[config.mk]
export PLATFORM = sky130hd
export DESIGN_NAME = s_u_rdiv_seq
export DESIGN_NICKNAME = d
export VERILOG_FILES = /design/src/rtl/s_u_rdiv_seq.sv
export SDC_FILE = /design/constraint.sdc
export NUM_CORES = 1
export LEC_CHECK = 0
export CAP_MARGIN = 20
export CORE_ASPECT_RATIO = 1.1
export CORE_UTILIZATION = 55
export DETAILED_ROUTE_END_ITERATION = 10
export PLACE_DENSITY = 0.83
export SLEW_MARGIN = 10
export SYNTH_ARGS = -nofsm -noshare
export SYNTH_HDL_FRONTEND = slang
export SYNTH_SLANG_ARGS = --single-unit
[constraint.sdc]
create_clock -name clk -period 4.56 [get_ports clk]
set_input_delay 0.912 -clock clk [delete_from_list [all_inputs] [get_ports clk]]
set_output_delay 0.912 -clock clk [all_outputs]
set_load 0.03 [all_outputs]
[src/rtl/s_u_rdiv_seq.sv]
// Sequential unsigned restoring divider: 2N-bit dividend / N-bit divisor, one quotient bit per clock.
// Optional macro S_U_RDIV_SKIP_EN skips the N leading zero steps when the dividend upper half is zero.
module s_u_rdiv_seq #(
  parameter int N = 8
) (
  input  logic           clk,
  input  logic           rst,
  input  logic           in_valid,
  output logic           in_ready,
  input  logic [2*N-1:0] dividend,
  input  logic [N-1:0]   divisor,
  output logic           out_valid,
  input  logic           out_ready,
  output logic [2*N-1:0] quotient,
  output logic [N-1:0]   remainder,
  output logic           div_by_zero
);

  localparam int CW = $clog2(2 * N) + 1;

  typedef enum logic [1:0] {IDLE, RUN, DONE} state_t;

  state_t         state_reg, state_next;
  logic [N-1:0]   r_reg;
  logic [2*N-1:0] q_reg;
  logic [N-1:0]   d_reg;
  logic [CW-1:0]  cnt_reg;

  logic           accept;
  logic           last_step;
  logic [N:0]     shifted;
  logic [N:0]     trial;
  logic [N-1:0]   r_step;
  logic [2*N-1:0] q_step;

  assign accept    = in_valid && (state_reg == IDLE);
  assign last_step = (cnt_reg == CW'(2 * N - 1));

  // One restoring step; a set sign bit on the trial difference means restore.
  // The restored value always fits in N bits: shifted[N]=1 would make the trial non-negative.
  always_comb begin
    shifted = {r_reg, q_reg[2*N-1]};
    trial   = shifted - {1'b0, d_reg};
    if (!trial[N]) begin
      r_step = trial[N-1:0];
      q_step = {q_reg[2*N-2:0], 1'b1};
    end else begin
      r_step = shifted[N-1:0];
      q_step = {q_reg[2*N-2:0], 1'b0};
    end
  end

  always_ff @(posedge clk or posedge rst) begin
    if (rst) state_reg <= IDLE;
    else     state_reg <= state_next;
  end

  always_comb begin
    state_next = state_reg;
    case (state_reg)
      IDLE: if (in_valid) state_next = (divisor == '0) ? DONE : RUN;
      RUN:  if (last_step) state_next = DONE;
      DONE: if (out_ready) state_next = IDLE;
      default: state_next = IDLE;
    endcase
  end

  always_comb begin
    in_ready  = (state_reg == IDLE);
    out_valid = (state_reg == DONE);
  end

  always_ff @(posedge clk or posedge rst) begin
    if (rst) begin
      r_reg       <= '0;
      q_reg       <= '0;
      d_reg       <= '0;
      cnt_reg     <= '0;
      quotient    <= '0;
      remainder   <= '0;
      div_by_zero <= 1'b0;
    end else begin
      if (accept) begin
        if (divisor == '0) begin
          quotient    <= '1;
          remainder   <= dividend[N-1:0];
          div_by_zero <= 1'b1;
        end else begin
          div_by_zero <= 1'b0;
          r_reg       <= '0;
          d_reg       <= divisor;
`ifdef S_U_RDIV_SKIP_EN
          if (dividend[2*N-1:N] == '0) begin
            q_reg   <= {dividend[N-1:0], {N{1'b0}}};
            cnt_reg <= CW'(N);
          end else begin
            q_reg   <= dividend;
            cnt_reg <= '0;
          end
`else
          q_reg   <= dividend;
          cnt_reg <= '0;
`endif
        end
      end else if (state_reg == RUN) begin
        r_reg   <= r_step;
        q_reg   <= q_step;
        cnt_reg <= cnt_reg + CW'(1);
        if (last_step) begin
          quotient  <= q_step;
          remainder <= r_step;
        end
      end
    end
  end

endmodule
==> flow_metrics.tcl <==
set metrics [dict create \
    arrival_ns 3.47 \
    coreArea_um2 5430 \
    drc 0 \
    finalWirelength_mm 7.360 \
    rr_worst_depth 10 \
    path_clk_slew_ns 0.07 \
    htreeDepth 3 \
    avgViaCountPerCell 5.803 \
    place_area_um2 3744 \
    grt_max_degree 46 \
    ys_types 43 \
    place_inst 445 \
    hold_path_depth 1 \
    fin_crit_ns 3.247 \
    maxCapViolCount 0 \
    ant_nets 0 \
    status "finished, final reports clean" \
    ys_seq_area_frac 0.5112 \
    place_congestion 0.8887 \
    clock-root-buffer "clkbuf_8" \
    initial_core_util 0.5770 \
    start_kind "register" \
    synth-edff-count 0 \
    die_w_um 73.96 \
    grt_pass1_wl_mm 11.96 \
    hpwlAfterDp_mm 5.138 \
    min_to "quotient[8]" \
    design_area_um2 3941 \
    rsz0062_at_grt "false" \
    synth-seq-cells 64 \
    reg2reg_to "q_reg[0]" \
    r2r_slack_ns 1.31 \
    die_height_um 81.16 \
    slew_headroom 0.3648 \
    postSynthAreaPerCell_um2 9.610 \
    worstPathMaxFanout 9 \
    hp-class "register to register" \
    clockBufferDepth 2 \
    min_from "quotient[8]" \
    cts_made_buffers 9 \
    worst_pin_slew_ns 0.9528 \
    finClkSkew_ns 0.006850 \
    synth_nets 365 \
    die_area_um2 6002 \
    synth_cells 326 \
    fin_cells 461 \
    grt_antenna_before_repair 0 \
    io_pins 55 \
    grt.overflow.total 0 \
    wl_per_cell_um 15.97 \
    cts_setup_buffers 0 \
    antenna_cells 0 \
    io_buffers 54 \
    setup_viol 0 \
    cts_sinks 64 \
    fmax_mhz 308.0 \
    grt_pass1_vias 2596 \
    synth_area_um2 3133 \
    rows 28 \
    holdBufCountCts 0 \
    hold_violations 0 \
    power.total_uw 3436 \
    period_share 0.7120 \
    num_vias 2675 \
    drv_slew 0 \
    required_ns 4.78 \
    drive_above_1_share 0.06995 \
    async_flop_share 1.000 \
    syn2layout_area_growth_pct 25.80 \
    fin_nets 420 \
    ys.flop_type "dfrtp_1" \
    vdd.ir_drop.worst_uv 401.5 \
    drt-pass1-iter-count 4 \
    worst_setup_path_end_kind "register" \
    crit_type "register to register" \
    track_usage 0.2692 \
    synth-warning-count 0 \
    clk_latency_ns 0.33 \
    cts_tree "yes" \
    fill_cells 415 \
    detail_route.iter0.violations 131 \
    cellPowerDensity_nw_per_um2 871.8 \
    postCtsResizedCells 0 \
    fin_tns_setup_ns 0 \
    rr_startpoint "q_reg[15]" \
    leakagePower_uw 0.001701 \
]
==> cell usage after synthesis (2+ instances only) <==
master	instances	area, um2
and2_1	3	18.77
xnor2_1	3	26.28
a22oi_1	2	15.01
nor4_1	2	12.51
ha_1	10	125.1
xor2_1	3	26.28
buf_4	2	15.01
a31oi_1	15	93.84
clkbuf_1	11	41.29
o21ai_0	23	115.1
nand2b_1	3	18.77
dfrtp_1	64	1602
o22ai_1	6	37.54
nor2_1	24	90.09
nand3_1	10	50.05
inv_1	13	48.80
a21o_1	2	15.01
o22a_1	15	131.4
nand2_1	59	221.5
o21ai_1	10	50.05
a21oi_1	15	75.07
nor2b_1	2	12.51
mux2i_1	9	90.09
==> final cells by class <==
type,count,area [um2],share of cell area
repair buffers,59,585.6,0.1486
inverters,13,48.80,0.01238
well taps,75,93.84,0.02381
multi-input cells,234,1414,0.3587
clock buffers,11,141.4,0.03587
clock inverters,5,56.30,0.01429
flip-flops and latches,64,1602,0.4064
==> cell usage in the layout (no fill, tap or decap), types with 2 or more instances in the layout <==
master           netlist  layout
mux2i_1                9       9
a22oi_1                2       2
nor2_1                24      24
ha_1                  10      10
a21oi_1               15      15
o22ai_1                6       6
buf_4                  2       4
xor2_1                 3       3
and2_1                 3       3
clkbuf_8               0      10
nand2_1               59      59
o21ai_0               23      22
clkinv_2               0       2
xnor2_1                3       3
dfrtp_1               64      64
a21o_1                 2       2
nand3_1               10      10
clkdlybuf4s50_1        0      54
o22a_1                15      15
nor4_1                 2       2
nor2b_1                2       2
o21ai_1               10      10
inv_1                 13      12
a31oi_1               15      15
nand2b_1               3       3
==> worst max-delay path by stage <==
stage / endpoint / from / slack, ns / cells past startpoint
5_1_grt: q_reg[0] / q_reg[15] / 1.19 / 10
3_3_place_gp: remainder[3] / divisor[4] / 1.36 / 7
6_report: q_reg[0] / q_reg[15] / 1.31 / 10
4_1_cts: q_reg[0] / q_reg[15] / 1.36 / 10
2_1_floorplan: q_reg[0] / q_reg[15] / 1.80 / 10
3_5_place_dp: remainder[2] / divisor[4] / 1.36 / 7
==> per-stage QoR <==
stage	worst slack, ns	hold slack, ns	util
3_3_place_gp	1.359	0.4717	0.6866
2_1_floorplan	1.799	0.4497	-
3_5_place_dp	1.355	0.4763	0.6894
6_report	1.313	0.4889	0.7258
5_1_grt	1.187	0.5051	0.7258
4_1_cts	1.361	0.4936	0.7258
==> logic make-up (layout without fill, tap and decap cells) <==
kind of cell | after synthesis | count (layout) | share of synthesized area
adders and majority gates | 11 | 11 | 0.04633
AOI/OAI and AO/OA | 96 | 96 | 0.1977
muxes | 10 | 10 | 0.03235
buffers and inverters | 28 | 88 | 0.03874
and+or+nand+nor | 111 | 111 | 0.1570
DFF | 64 | 64 | 0.5112
xor gates and xnor gates | 6 | 6 | 0.01678
==> report_power, final <==
group | switching [uW] | internal (uW) | leakage, uW | total, uW
registers | 198 | 854 | 0.000752 | 1050
clock network | 216 | 267 | 0.0000993 | 483
logic | 1090 | 806 | 0.000850 | 1900
total | 1510 | 1930 | 0.00170 | 3440
==> critical path, stage by stage (launching register included) <==
cell       delay (ns)
dfrtp_1          0.41
inv_1            0.09
ha_1             0.20
inv_1            0.06
fa_1             0.43
a211oi_1         0.46
nor3_4           0.10
mux2i_1          0.19
a2111oi_4        0.66
o21ai_0          0.24
mux2_2           0.31
==> per-layer routing <==
metal | vias up | wire length [um] | global-route usage
li1 | 1269 | - | -
met1 | 1322 | 3282 | 0.3496
met2 | 70 | 3647 | 0.4409
met3 | 14 | 275 | 0.04591
met4 | 0 | 155 | 0.1212
met5 | - | 0 | 0
(Power assumes the default switching activity.)
